File: config.mk
export PLATFORM = sky130hd
export DESIGN_NAME = mips_ctrl_fsm
export DESIGN_NICKNAME = d
export VERILOG_FILES = /design/src/rtl/mips_pkg.sv /design/src/rtl/mips_decode.sv /design/src/rtl/mips_ctrl_fsm.sv
export SDC_FILE = /design/constraint.sdc
export NUM_CORES = 1
export LEC_CHECK = 0
export ABC_AREA = 1
export ABC_CLOCK_PERIOD_IN_PS = 2020
export CORE_AREA = 10 10 143 132
export CTS_CLUSTER_DIAMETER = 100
export CTS_CLUSTER_SIZE = 28
export DETAILED_ROUTE_END_ITERATION = 8
export DIE_AREA = 0 0 153 142
export PLACE_DENSITY = 0.52
export SYNTH_ARGS = -nofsm -noshare
export SYNTH_HDL_FRONTEND = slang
export SYNTH_SLANG_ARGS = --single-unit
export TNS_END_PERCENT = 100
File: constraint.sdc
create_clock -name clk -period 2.02 [get_ports clk]
set_input_delay 0.303 -clock clk [delete_from_list [all_inputs] [get_ports clk]]
set_output_delay 0.303 -clock clk [all_outputs]
set_load 0.01 [all_outputs]
File: src/rtl/mips_pkg.sv
// Shared encodings for the multi-cycle MIPS-style control sequencer:
// opcode/funct constants, FSM state codes, field widths and the decode bundle.
package mips_pkg;

    localparam int OP_W  = 6;
    localparam int REG_W = 4;
    localparam int FN_W  = 6;
    localparam int IMM_W = 16;

    localparam logic [OP_W-1:0] OP_RTYPE = 6'h00;
    localparam logic [OP_W-1:0] OP_ADDI  = 6'h08;
    localparam logic [OP_W-1:0] OP_ADDIU = 6'h09;
    localparam logic [OP_W-1:0] OP_ANDI  = 6'h10;
    localparam logic [OP_W-1:0] OP_ORI   = 6'h11;
    localparam logic [OP_W-1:0] OP_XORI  = 6'h12;
    localparam logic [OP_W-1:0] OP_SLTI  = 6'h18;
    localparam logic [OP_W-1:0] OP_SLTIU = 6'h19;
    localparam logic [OP_W-1:0] OP_LUI   = 6'h1A;
    localparam logic [OP_W-1:0] OP_MOVI  = 6'h30;
    localparam logic [OP_W-1:0] OP_HALT  = 6'h3F;

    localparam logic [FN_W-1:0] FN_ADD  = 6'h08;
    localparam logic [FN_W-1:0] FN_MOV  = 6'h30;
    localparam logic [FN_W-1:0] FN_CMOV = 6'h31;

    localparam logic [2:0] ST_IDLE   = 3'd0;
    localparam logic [2:0] ST_FETCH  = 3'd1;
    localparam logic [2:0] ST_DECODE = 3'd2;
    localparam logic [2:0] ST_EXEC   = 3'd3;
    localparam logic [2:0] ST_WB     = 3'd4;
    localparam logic [2:0] ST_HALT   = 3'd5;

    typedef struct packed {
        logic [REG_W-1:0] rs_addr;
        logic [REG_W-1:0] rt_addr;
        logic [REG_W-1:0] wr_addr;
        logic [FN_W-1:0]  alu_fn;
        logic             alu_src_imm;
        logic [31:0]      imm_ext;
        logic             is_cmov;
        logic             is_halt;
        logic             is_illegal;
    } dec_t;

    function automatic logic fn_legal(input logic [FN_W-1:0] fn);
        return fn inside {[6'h08:6'h0D], [6'h10:6'h14], [6'h19:6'h1B], 6'h28, FN_MOV, FN_CMOV};
    endfunction

    function automatic logic op_itype(input logic [OP_W-1:0] op);
        return op inside {OP_ADDI, OP_ADDIU, OP_ANDI, OP_ORI, OP_XORI,
                          OP_SLTI, OP_SLTIU, OP_LUI, OP_MOVI};
    endfunction

endpackage

File: src/rtl/mips_decode.sv
// Combinational instruction decode: field extraction, ALU select, destination
// select and classification (cmov / halt / illegal).
module mips_decode
    import mips_pkg::*;
(
    input  logic [31:0] instr,
    output dec_t        dec
);

    logic [OP_W-1:0] opcode;
    logic [FN_W-1:0] funct;
    logic            rtype;
    logic            itype;
    logic            move;
    logic            unused_bits;

    assign opcode      = instr[31:26];
    assign funct       = instr[8:3];
    assign rtype       = (opcode == OP_RTYPE);
    assign itype       = op_itype(opcode);
    assign unused_bits = ^{instr[13:9], instr[2:0]};

    // MOV/CMOV write back into rs and take their operand from rt
    assign move = rtype && (funct == FN_MOV || funct == FN_CMOV);

    always_comb begin
        dec             = '0;
        dec.rs_addr     = instr[25:22];
        dec.rt_addr     = instr[21:18];
        dec.imm_ext     = {{(32-IMM_W){1'b0}}, instr[17:2]};
        dec.alu_fn      = rtype ? funct : opcode;
        dec.alu_src_imm = itype;
        dec.is_cmov     = rtype && (funct == FN_CMOV);
        dec.is_halt     = (opcode == OP_HALT);
        dec.is_illegal  = rtype ? !fn_legal(funct) : !(itype || dec.is_halt);
        if (move)
            dec.wr_addr = instr[25:22];
        else if (rtype)
            dec.wr_addr = instr[17:14];
        else
            dec.wr_addr = instr[21:18];
    end

endmodule

File: src/rtl/mips_ctrl_fsm.sv
// Multi-cycle control sequencer: FETCH/DECODE/EXEC/WB loop with pc tracking.
// Optional PERF_CNT_EN adds busy-cycle and retired-instruction counters.
module mips_ctrl_fsm
    import mips_pkg::*;
#(
    parameter int              PC_W     = 32,
    parameter logic [PC_W-1:0] RESET_PC = '0
) (
    input  logic            clk,
    input  logic            rst,
    input  logic            start,
    output logic            imem_req,
    output logic [PC_W-1:0] imem_addr,
    input  logic            imem_valid,
    input  logic [31:0]     imem_rdata,
    output logic [3:0]      rs_addr,
    output logic [3:0]      rt_addr,
    input  logic            rs_nz,
    output logic [5:0]      alu_fn,
    output logic            alu_src_imm,
    output logic [31:0]     imm_ext,
    output logic            wr_en,
    output logic [3:0]      wr_addr,
    output logic            busy,
    output logic            halted,
    output logic            illegal
`ifdef PERF_CNT_EN
    ,
    output logic [31:0]     cyc_cnt,
    output logic [31:0]     ret_cnt
`endif
);

    logic [2:0]      state;
    logic [PC_W-1:0] pc;
    logic [31:0]     instr;
    logic            cmov_ok;
    dec_t            dec;

    mips_decode u_decode (
        .instr (instr),
        .dec   (dec)
    );

    always_ff @(posedge clk) begin
        if (rst) begin
            state   <= ST_IDLE;
            pc      <= RESET_PC;
            instr   <= '0;
            cmov_ok <= 1'b0;
        end else begin
            case (state)
                ST_IDLE:   if (start) state <= ST_FETCH;
                ST_FETCH: begin
                    if (imem_valid) begin
                        instr <= imem_rdata;
                        state <= ST_DECODE;
                    end
                end
                ST_DECODE: begin
                    if (dec.is_halt) begin
                        state <= ST_HALT;
                    end else if (dec.is_illegal) begin
                        pc    <= pc + PC_W'(4);
                        state <= ST_FETCH;
                    end else begin
                        state <= ST_EXEC;
                    end
                end
                ST_EXEC: begin
                    cmov_ok <= rs_nz;
                    state   <= ST_WB;
                end
                ST_WB: begin
                    pc    <= pc + PC_W'(4);
                    state <= ST_FETCH;
                end
                ST_HALT:   state <= ST_HALT;
                default:   state <= ST_IDLE;
            endcase
        end
    end

    // Strobes are masked by rst so an abort during WB/DECODE leaves no side effect
    assign wr_en       = (state == ST_WB) && !rst && (!dec.is_cmov || cmov_ok);
    assign illegal     = (state == ST_DECODE) && !rst && dec.is_illegal;
    assign imem_req    = (state == ST_FETCH);
    assign imem_addr   = pc;
    assign busy        = (state != ST_IDLE) && (state != ST_HALT);
    assign halted      = (state == ST_HALT);
    assign rs_addr     = dec.rs_addr;
    assign rt_addr     = dec.rt_addr;
    assign alu_fn      = dec.alu_fn;
    assign alu_src_imm = dec.alu_src_imm;
    assign imm_ext     = dec.imm_ext;
    assign wr_addr     = dec.wr_addr;

`ifdef PERF_CNT_EN
    always_ff @(posedge clk) begin
        if (rst) begin
            cyc_cnt <= '0;
            ret_cnt <= '0;
        end else begin
            if (busy)            cyc_cnt <= cyc_cnt + 32'd1;
            if (state == ST_WB)  ret_cnt <= ret_cnt + 32'd1;
        end
    end
`endif

endmodule

# After elaboration in Yosys (flattened, before gate mapping)
# Index checks and enable logic that the tools add are counted.
[word_totals] ff_bits=68
[op_classes] n_eq_ne=23 add_sub_neg=1 n_mux=12 order_cmp=6 reduce_logical=26
[ops] cell="32-bit two-way mux" count=2
[ops] cell="32-bit case mux with 2 select lines" count=1
[ops] cell="6-bit by 5-bit equality test with 1-bit output (second input constant)" count=6
[ops] cell="32-bit by 3-bit adder with 32-bit output (second input constant)" count=1
[ops] cell="6-bit equality test (second input constant)" count=5
[ops] cell="3-bit case mux with 6 select lines" count=1
[ops] cell="6-bit by 4-bit equality test with 1-bit output (second input constant)" count=2
[ops] cell="6-bit by 5-bit >= comparator with 1-bit output (second input constant)" count=2
[ops] cell="6-bit by 5-bit less-or-equal comparator with 1-bit output (second input constant)" count=2
[ops] cell="1-bit logical AND" count=10
[ops] cell="3-bit two-way mux" count=3
[ops] cell="9-bit nonzero test" count=1
[ops] cell="4-bit two-way mux" count=2
[ops] cell="3-bit by 2-bit equality test with 1-bit output (second input constant)" count=2
[ops] cell="3-bit equality test (second input constant)" count=2
[ops] cell="6-bit by 4-bit >= comparator with 1-bit output (second input constant)" count=1
[ops] cell="6-bit by 4-bit less-or-equal comparator with 1-bit output (second input constant)" count=1
[ops] cell="6-bit logical NOT" count=1
[ops] cell="6-bit two-way mux" count=1
[ops] cell="2-bit inequality test (second input constant)" count=3
[ops] cell="6-bit nonzero test" count=1
[ops] cell="1-bit logical NOT" count=4
[ops] cell="2-bit AND reduction" count=2
[ops] cell="3-bit by 1-bit equality test with 1-bit output (second input constant)" count=1
[ops] cell="other kinds (9)" count=11

# Logic depth before layout (Yosys ltp)
[logic_depth] depth_word=8 mapped_depth=13 depth_no_buf=12

# By module
# A second synthesis with hierarchy kept.
[hier_totals] cells_unflattened=544 hier_area_um2=3759.9
[by_module_without_submodules] mod="mips_ctrl_fsm" instances=1 cells_per_inst=425 area_per_inst_um2=3021.6
[by_module_without_submodules] mod="mips_decode" instances=1 cells_per_inst=119 area_per_inst_um2=738.2

# Least setup slack after synthesis
# Ideal clock, no wire load.
[synth_path] kind="reg-to-reg" start="register pc[2], in the netlist imem_addr[2]" end="register pc[18], in the netlist imem_addr[18]" path_buffers=0 arrival_time_ns=1.658 stages_incl_launch_ff=9 synth_period_minus_slack_ns=1.729 setup_ns=0.071 slack_ns=0.291 cell_sequence="dfxtp_1 > ha_1 > inv_1 > nor2_1 > nand2_1 > nor2_1 > xor2_1 > nand3_1 > a21oi_1"
[synth_via] elab_chain_cells=4
[synth_rtl] item="from (decl)" line_no="mips_ctrl_fsm.sv:35" rtl="logic [PC_W-1:0] pc;"
[synth_rtl] item="from (signal assigned)" line_no="mips_ctrl_fsm.sv:64" rtl="pc <= pc + PC_W'(4);"
[synth_rtl] item="from (signal assigned)" line_no="mips_ctrl_fsm.sv:75" rtl="pc <= pc + PC_W'(4);"
[synth_rtl] item="32-bit by 3-bit adder with 32-bit output *" line_no="mips_ctrl_fsm.sv:64, mips_ctrl_fsm.sv:75"
[synth_rtl] item="32-bit two-way mux" line_no="mips_ctrl_fsm.sv:63" rtl="end else if (dec.is_illegal) begin"
[synth_rtl] item="32-bit two-way mux" line_no="mips_ctrl_fsm.sv:61" rtl="if (dec.is_halt) begin"
[synth_rtl] item="32-bit case mux with 2 select lines *" line_no="mips_ctrl_fsm.sv:52" rtl="case (state)"
# Mark *: on every way between the ends. The rest lies on a longest branch, timed or not. The select of a mux whose other input is x is not followed.
# A chain may end at the register's enable or synchronous reset.

# Worst setup path in the final report
[layout_path] start="register instr[28]" end="output wr_addr[1]"
[layout_via] elab_chain_cells=3 elab_cells_between_ends=4 cone_classes="mux (2); reduce/logical (2)"
[layout_rtl] item="from (decl)" line_no="mips_ctrl_fsm.sv:36" rtl="logic [31:0] instr;"
[layout_rtl] item="from (signal assigned)" line_no="mips_ctrl_fsm.sv:56" rtl="instr <= imem_rdata;"
[layout_rtl] item="6-bit logical NOT *" line_no="mips_decode.sv:19" rtl="assign rtype = (opcode == OP_RTYPE);"
[layout_rtl] item="4-bit two-way mux or 1-bit logical AND (tied branches)" line_no="mips_decode.sv:38, mips_decode.sv:24"
[layout_rtl] item="4-bit two-way mux *" line_no="mips_decode.sv:36" rtl="if (move)"
[layout_rtl] item="to (decl)" line_no="mips_ctrl_fsm.sv:23" rtl="output logic [3:0] wr_addr,"
# Mark *: on every way between the ends. The rest lies on a longest branch, timed or not.

==> results.py <==
metrics = {
    "outcome": {
        "outcome": "finished, violations left",
        "violations": "setup timing",
    },
    "global_routing": {
        "globalRouteMet1Util_pct": 14.95,
        "use_met3_pct": 2.750,
        "grt_pass1_wl_um": 20670,
        "track_usage_pct": 11.72,
        "grt_pass1_vias": 3735,
        "busiest_layer": "met2",
        "grt_max_degree": 33,
        "antenna_found_initial": 0,
        "use_met2_pct": 18.62,
        "overflow": 0,
    },
    "floorplanning": {
        "fp.dieH_um": 142,
        "core_area_um2": 15860,
        "dieArea_um2": 21730,
        "initial_utilization_pct": 24.46,
        "fp-row-count": 44,
        "die_width_um": 153,
        "ioPinCount": 125,
    },
    "worst_hold_path": {
        "hold_class": "register to register",
        "worst_hold_startpoint": "instr[12]",
        "min_to": "instr[12]",
        "whs_path_depth": 2,
    },
    "clocking": {
        "clkSinkCount": 64,
        "clkTransAtPathRegs_ns": 0.06,
        "cts_tree": "done",
        "cts_hold_buf": 0,
        "clock_latency_ns": 0.34,
        "root_buffer": "clkbuf_16",
        "htreeDepth": 3,
        "clock_path_buffers": 2,
        "numCtsBuffers": 9,
    },
    "cells_and_area": {
        "final_nets": 730,
        "antennaDiodeCount": 0,
        "syn2layout_area_growth_pct": 41.82,
        "layout_common_cells": "nand2_1 (130), nor2_1 (117), clkdlybuf4s50_1 (90)",
        "finish.utilization_pct": 34.68,
        "drive_gt1_share_pct": 16.09,
        "layout_commonest_cell": "nand2_1",
    },
    "worst_setup_path": {
        "critPathTopFamily": "simple AND/OR/NAND/NOR gates",
        "cp.arrival_ns": 1.75,
        "cp_slowest_cell": "dfxtp_2",
        "critical_path.max_stage_delay_ns": 0.33,
        "critical_path_class": "register to output pin",
        "reg2reg_slack_ns": 0.27,
        "r2r-start": "imem_addr[3]",
        "worstRegToRegCells": 8,
        "critPathCaptureType": "output pin",
        "r2r_end": "imem_addr[18]",
        "path_max_fanout": 4,
        "path_buf_inv": 3,
        "cp.required_ns": 1.72,
        "startpoint": "instr[28]",
        "cp_cell_sequence": "nor2_2, nand2_2, nor2_8, nand4_1, buf_4, buf_6, o22ai_2, nor2_1, buf_2",
        "setup.worst_path.start_class": "register",
    },
    "sta": {
        "setup_viol": 2,
        "maxSlewViolCount": 0,
        "timing.fmax_mhz": 487.4,
        "skew_ns": 0.009080,
        "rsz0062_at_grt": "yes",
        "hold_violations": 0,
        "period_share_pct": 101.6,
        "fin_tns_setup_ns": -0.05517,
        "min_period_ns": 2.052,
        "layout_setup_ws_ns": -0.03163,
        "hold-worst-slack_ns": 0.4840,
    },
    "routing": {
        "drt_wl_total_um": 13010,
        "vias": 3914,
        "drt-initial-drc-count": 221,
        "drc": 0,
        "wire_per_inst_um": 14.41,
        "drt-pass1-iter-count": 4,
        "viasPerCell": 4.334,
        "ant_nets": 0,
    },
    "placement": {
        "port_buffers": 104,
        "dp.final_hpwl_um": 9832,
        "finalWeightedCongestion": 0.8424,
    },
    "job": {
        "maxCapViolCount": 0,
    },
    "power": {
        "vdd_drop_max_mv": 0.3826,
        "power.total_mw": 3.975,
        "p_leak_nw": 2.109,
        "p_per_area_nw_per_um2": 722.8,
    },
    "yosys": {
        "syn_avg_cell_area_um2": 6.606,
        "syn_inst": 587,
        "yosysUniqueCellTypes": 34,
        "synth_seq_cells": 64,
        "netlist_area_um2": 3877,
        "synth-seq-area-share_pct": 33.04,
        "synth-warning-count": 0,
    },
}
==> routing by layer <==
layer | vias up | share of wire, %
li1 | 2041 | -
met1 | 1774 | 46
met2 | 83 | 48
met3 | 16 | 4.4
met4 | 0 | 1.6
met5 | - | 0
==> flip-flops by register name, summed over array words and instances, names as in the netlist <==
signal     count
state          3
instr         30
cmov_ok        1
imem_addr     30
==> power breakdown <==
group	switching, mW	total [mW]	internal (mW)
Clock	0.579	1.72	1.14
Combinational	0.472	0.876	0.404
Sequential	0.0539	1.38	1.33
Total	1.10	3.97	2.87
==> worst min-delay path, delay by kind of cell (launching register included) <==
family           cells  cell delay (ns)
flip-flops           1             0.32
AND/OR/NAND/NOR      2             0.13
==> cell families after synthesis <==
kind of cell / after synthesis / synth area share (%)
simple gates: 328 / 37.01
flops: 64 / 33.04
other cells: 1 / 0.09671
compound gates: 86 / 12.49
xor+xnor: 15 / 3.388
buf+inv: 92 / 13.65
fa+ha+maj: 1 / 0.3226
==> area by class of cell <==
class | count | area [um2]
fillers | 1763 | 10360
multi-input cells | 448 | 2197
repair buffers | 141 | 1330
flip-flops and latches | 64 | 1286
well taps | 207 | 259.0
clock buffers | 12 | 256.5
inverters | 28 | 105.1
clock inverters | 3 | 65.06
==> stage by stage <==
| stage | cells | instance area, um2 | setup WS (ns) |
|---|---|---|---|
| CTS | 902 | 5459 | -0.07517 |
| finish | 903 | 5499 | -0.03163 |
| detailed placement | 886 | 5121 | -0.04246 |
| global placement | 886 | 5121 | -0.009744 |
| global route | 903 | 5499 | -0.1407 |
| floorplan | 604 | 3941 | 0.2909 |
==> Yosys cell counts, drive strengths merged <==
library cell  instances  area share, %
clkbuf               16            1.5
o21bai                1           0.19
o21ai                39            5.0
conb                  1          0.097
o311ai                1           0.23
ha                    1           0.32
nor3                  3           0.39
nand3b               15            2.9
a211oi                2           0.39
nor2                126             13
inv                  28            2.7
buf                  48            9.4
nand4                 1           0.16
nor3b                 1           0.19
nand3                37            5.2
o22ai                 4           0.65
xnor2                 4           0.90
a21oi                39            6.0
xor2                 11            2.5
dfxtp                64             33
nand2               145             15
==> timing repair <==
item	in CTS	in global routing
gates resized for setup	48	22
setup endpoints to repair	15	17
buffers inserted	1	1
pin swaps	1	3
==> worst max path at each step <==
stage,cells after the start,end,slack [ns]
after floorplan,8,imem_addr[18],0.29
after global placement,7,illegal,-0.01
final,9,wr_addr[1],-0.03
after global routing,9,wr_addr[1],-0.14
after CTS,8,wr_addr[2],-0.08
after detailed placement,7,illegal,-0.04
(Power assumes the default switching activity.)
